**config.mk**
```make
export PLATFORM = sky130hd
export DESIGN_NAME = clk_div_ctrl
export DESIGN_NICKNAME = d
export VERILOG_FILES = /design/src/rtl/clk_div_pkg.sv /design/src/rtl/clk_div_core.sv /design/src/rtl/clk_div_ctrl.sv
export SDC_FILE = /design/constraint.sdc
export NUM_CORES = 1
export LEC_CHECK = 0
export CAP_MARGIN = 20
export CORE_MARGIN = 5
export CORE_UTILIZATION = 50
export CTS_BUF_LIST = sky130_fd_sc_hd__clkbuf_4 sky130_fd_sc_hd__clkbuf_8 sky130_fd_sc_hd__clkbuf_16
export DETAILED_ROUTE_END_ITERATION = 6
export HOLD_SLACK_MARGIN = 0.06
export PLACE_DENSITY_LB_ADDON = 0.2
export SLEW_MARGIN = 20
export SYNTH_ARGS = -nofsm -noshare
export SYNTH_HDL_FRONTEND = slang
export SYNTH_SLANG_ARGS = --single-unit
```
**constraint.sdc**
```tcl
create_clock -name clk_in -period 2.8 [get_ports clk_in]
set_clock_uncertainty 0.2 [all_clocks]
set_input_delay 0.56 -clock clk_in [delete_from_list [all_inputs] [get_ports clk_in]]
set_output_delay 0.56 -clock clk_in [all_outputs]
set_load 0.01 [all_outputs]
```
**src/rtl/clk_div_pkg.sv**
```systemverilog
// Shared types and helpers for the programmable clock divider.
// Holds the controller state encoding, the minimum legal divisor,
// and the high-phase length rule H = ceil(N/2).
package clk_div_pkg;

  typedef enum logic [1:0] {
    STOPPED = 2'd0,
    RUN     = 2'd1,
    DRAIN   = 2'd2
  } state_t;

  localparam int MIN_DIV = 2;

  // Number of high cycles in one output period of length n.
  function automatic int unsigned high_len(input int unsigned n);
    return (n >> 1) + (n & 32'd1);
  endfunction

endpackage

```
**src/rtl/clk_div_core.sv**
```systemverilog
// Period counter and waveform generator for the divided clock.
// Registered outputs; wrap is a combinational flag from the current count.
// No backpressure: a new period starts at a stopped state or at wrap when restart=1.
module clk_div_core
  import clk_div_pkg::*;
#(
  parameter int CNT_W = 8
) (
  input  logic             clk_in,
  input  logic             reset_n,
  input  logic [CNT_W-1:0] div,
  input  logic             active,
  input  logic             restart,
  output logic             clk_out,
  output logic             clk_en,
  output logic             wrap
);

  logic [CNT_W-1:0] cnt;
  logic [CNT_W-1:0] hi;
  logic [CNT_W:0]   cnt_inc;

  assign hi      = CNT_W'(high_len(32'(div)));
  assign cnt_inc = {1'b0, cnt} + {{CNT_W{1'b0}}, 1'b1};
  assign wrap    = active && (cnt == div - CNT_W'(1));

  // Advance the period counter; restart or park at a period boundary.
  always_ff @(posedge clk_in) begin
    if (!reset_n) begin
      cnt     <= '0;
      clk_out <= 1'b0;
      clk_en  <= 1'b0;
    end else if (!active || wrap) begin
      cnt     <= '0;
      clk_out <= restart;
      clk_en  <= restart;
    end else begin
      cnt     <= cnt_inc[CNT_W-1:0];
      clk_out <= (cnt_inc < {1'b0, hi});
      clk_en  <= 1'b0;
    end
  end

endmodule

```
**src/rtl/clk_div_ctrl.sv**
```systemverilog
// Glitch-free programmable clock divider: run/stop FSM plus divisor request handling.
// Registered outputs; requests ack one cycle after acceptance or at the next period wrap.
// Requests arriving while busy are dropped; the requester waits for busy=0.
module clk_div_ctrl
  import clk_div_pkg::*;
#(
  parameter int CNT_W       = 8,
  parameter int DEFAULT_DIV = 2
) (
  input  logic             clk_in,
  input  logic             reset_n,
  input  logic             enable,
  input  logic             div_req,
  input  logic [CNT_W-1:0] div_val,
  output logic             div_ack,
  output logic             div_err,
  output logic             busy,
  output logic [CNT_W-1:0] cur_div,
  output logic             clk_out,
  output logic             clk_en
);

  localparam logic [CNT_W-1:0] MIN_N = CNT_W'(MIN_DIV);

  state_t           state;
  logic [CNT_W-1:0] pending;
  logic             wrap;
  logic             active;
  logic             restart;

  // A draining engine never starts another period at its wrap.
  assign active  = (state != STOPPED);
  assign restart = enable && (state != DRAIN);

  clk_div_core #(
    .CNT_W(CNT_W)
  ) u_core (
    .clk_in  (clk_in),
    .reset_n (reset_n),
    .div     (cur_div),
    .active  (active),
    .restart (restart),
    .clk_out (clk_out),
    .clk_en  (clk_en),
    .wrap    (wrap)
  );

  // Run/stop sequencing and divisor request acceptance, applied only at period boundaries.
  always_ff @(posedge clk_in) begin
    if (!reset_n) begin
      state   <= STOPPED;
      cur_div <= CNT_W'(DEFAULT_DIV);
      pending <= '0;
      busy    <= 1'b0;
      div_ack <= 1'b0;
      div_err <= 1'b0;
    end else begin
      div_ack <= 1'b0;
      div_err <= 1'b0;

      case (state)
        STOPPED: if (enable) state <= RUN;
        RUN:     if (!enable) state <= wrap ? STOPPED : DRAIN;
        DRAIN: begin
          if (wrap)        state <= STOPPED;
          else if (enable) state <= RUN;
        end
        default: state <= STOPPED;
      endcase

      // A pending divisor lands at a wrap, or immediately if the engine is parked
      // (covers a request accepted on the very edge the engine stopped).
      if (busy && (wrap || state == STOPPED)) begin
        cur_div <= pending;
        div_ack <= 1'b1;
        busy    <= 1'b0;
      end

      if (div_req && !busy) begin
        if (div_val < MIN_N) begin
          div_err <= 1'b1;
        end else if (state == STOPPED) begin
          cur_div <= div_val;
          div_ack <= 1'b1;
        end else begin
          pending <= div_val;
          busy    <= 1'b1;
        end
      end
    end
  end

endmodule

```
==> impl_results.md <==
- Status: finished clean
- Post-Synthesis Cells: ~200
- Flop pwr share: 50.6%
- FP Rows: 21
- # diodes: 0
- Yosys reg bits: 31
- DRC viols: 0
- DIE HEIGHT: roughly 70 um
- Post-Syn Nets: between 200 and 250
- H-tree levels: 2
- DR vias: 1601
- Max FO, Critical Path: 4
- Crit path from: cur_div[1]
- Setup Viol. Count Final: 0
- Number of iterations in the first detailed-routing pass: 4
- Total die area: 4930 um2
- Post-CTS setup buffer count: 0
- TritonCTS Buffers: 5
- Hold WS: 0.282 ns
- Critical path required time: 2.85 ns
- Sequential element share of the synthesized area: around 34%
- CTS Sinks: 31
- Worst setup path class: reg2reg
- Worst-path clk slew: 0.10 ns
- Post-DRT Antenna Nets: 0
- CP dominant cell by count: ha_1
- Hold Crit Class: reg2reg
- Largest net degree at the start of global routing: 16
- Total GRT Usage: 18.0%
- Core footprint: 3420 um2
- Max Slew Vio Count: 0
- # port buffers: 24
- Max Cap Viol: 0
- Area occupied by multi-input gates: between 1000 and 1500 um2
- Routed WL: approximately 4.2 mm
- CTS tree: yes
- I/O pins: 25
- Leakage Power: slightly below 0.9 nW
- Distinct cells, synth: 43
- Hold Path Origin: state[1]
- Initial core utilization: between 50% and 60%
- Clock power share: 27.6%
- Final Cycle Share: between 90 and 100%
- Final-report hold violation count: 0
- Commonest non-fill, non-tap cell in the layout: dfxtp_1
- First-pass GRT wire length: 7.08 mm
- Worst slew pin tran: 0.504 ns
- Comb power frac: 21.8%
- Synth Flop Type: dfxtp_1
- Share of layout cells above drive strength 1: 11.6%
- Post-synth ARST share: 0%
- Wire length per cell: approximately 15 um
- Clock Latency Late Sink: roughly 0.33 ns
- Post-Syn Area: 1810 um2
- CP endpoint kind: flip-flop
- Fill count: 325
- RSZ-0062 raised after global routing: no
- Final setup TNS: 0 ns
- Maximum VDD drop: 0.309 mV
- CP Cell Sequence: ha_1 -> ha_1 -> and3_1 -> nand3_1 -> xor2_1 -> ha_1 -> o221ai_1 -> a21oi_1 -> a2111o_1 -> a31oi_1
- DPL Wire Length: between 3 and 4 mm
- Remaining global-route overflow: 0
- Avg Inst Size Synth: 8.93 um2
- Switching Share: 29.4%
- Switching pwr: 0.282 mW
- Synth warn: 0
- Antenna violations before repair: 0
- Startpoint type of the worst setup path: flip-flop
- Launching point of the worst reg2reg path: cur_div[1]
- Die extent in x: 70.2 um
- Slew HR: 66.3%
- Register area: 623 um2
- Nets@finish: around 260
- Vias per inst: 5.74
- Fmax: around 390 MHz
- Root Buffer: clkbuf_4
- Power Dens Cells: 443 nW/um2
- P_int: 0.680 mW
- P&R area growth vs syn: 19.7%
- Vias in the first global route: 1591
- RePlAce Congestion: 0.957
- CP max stage delay: 0.39 ns
- Final min period: approximately 2.6 ns
- Clk buf depth: 2
- Number of DRC markers in iteration 0: 70
- Leading cell types in the layout, fill and taps excluded: dfxtp_1 (29), clkdlybuf4s50_1 (24), nand2_1 (23)
- Post-synth EDFFs: 0
- Slowest-stage cell, CP: dfxtp_1
- Data arrival, critical path: ~2.6 ns
-- final cells by class --
cell class | count | share of cell area (%)
inverters | 9 | 1.56
clock buffers | 6 | 2.36
repair buffers | 31 | 13.5
flip-flops and latches | 31 | 28.7
multi-input cells | 155 | 51.0
well taps | 46 | 2.65
clock inverters | 1 | 0.231
-- worst max-delay path: cells and delay by family (launching register included) --
kind | cells | cell delay (ns)
AO/OA/AOI/OAI | 4 | 0.74
adder cells (fa/ha/maj) | 3 | 0.69
AND/OR/NAND/NOR | 2 | 0.32
XOR/XNOR | 1 | 0.17
flip-flops | 1 | 0.39
-- routing by layer --
metal	part of all wire [%]	GRT usage (%)	up-vias
li1	-	-	782
met1	46	21.7	776
met2	48	30.2	35
met3	3.6	4.16	8
met4	1.7	8.09	0
met5	0	0	-
-- kinds of logic (layout without fill, tap and decap cells) --
family / Yosys count / in the layout / synth area share [%]
compound gates: 29 / 29 / 13.6
buf+inv: 17 / 47 / 4.76
simple gates: 85 / 85 / 24.8
xor+xnor: 22 / 22 / 10.6
flops: 31 / 31 / 34.2
mux: 8 / 8 / 4.42
fa+ha+maj: 11 / 11 / 7.59
-- sequential cells by signal, indices dropped and copies added, names as in the netlist --
register and count:
u_core.cnt 8, cur_div 8, busy 1, pending 8
div_ack 1, u_core.clk_out 1, div_err 1, u_core.clk_en 1
state 2
-- synth_stat cells, types with 4 or more instances --
| master | count | area, um2 |
|---|---|---|
| nand2_1 | 23 | 86.3 |
| o211ai_1 | 7 | 52.6 |
| nor2_1 | 17 | 63.8 |
| xor2_1 | 12 | 105 |
| xnor2_1 | 10 | 87.6 |
| nand4_1 | 9 | 56.3 |
| inv_1 | 9 | 33.8 |
| and3_1 | 9 | 56.3 |
| ha_1 | 11 | 138 |
| nand3_1 | 8 | 40.0 |
| dfxtp_1 | 31 | 621 |
| a21oi_1 | 4 | 20.0 |
| mux2i_1 | 8 | 80.1 |
-- worst paths after layout --
path / end / slack, ns / cells past startpoint
max: u_core.clk_out / 0.21 / 10
min: state[1] / 0.28 / 1
max reg2reg: u_core.clk_out / 0.21 / 10
min reg2reg: state[1] / 0.28 / 1
-- stage by stage --
step	total power, mW	cell area (um2)	instances	utilization, %	setup slack, ns
global placement	0.696	2110	272	61.8	0.275
global route	1.01	2170	279	63.5	0.0628
CTS	0.965	2170	279	63.4	0.171
detailed placement	0.705	2110	272	61.8	0.200
finish	0.962	2170	279	63.5	0.212
floorplan	0.622	1810	203	-	0.267
-- what timing repair did --
| item | 4_1_cts | 5_1_grt |
|---|---|---|
| hold buffers | 0 | 0 |
| setup endpoints to repair | 0 | 1 |
| endpoints found under the hold margin | 0 | 0 |
| gates resized for setup | 0 | 3 |
-- power groups by stage --
stage	Combinational, mW	Clock [mW]	Sequential, mW
after CTS	0.210	0.269	0.486
after global placement	0.201	0	0.496
after floorplan	0.130	0	0.492
after global routing	0.228	0.294	0.491
after detailed placement	0.209	0	0.497
final	0.210	0.265	0.487
(Power assumes the default switching activity.)
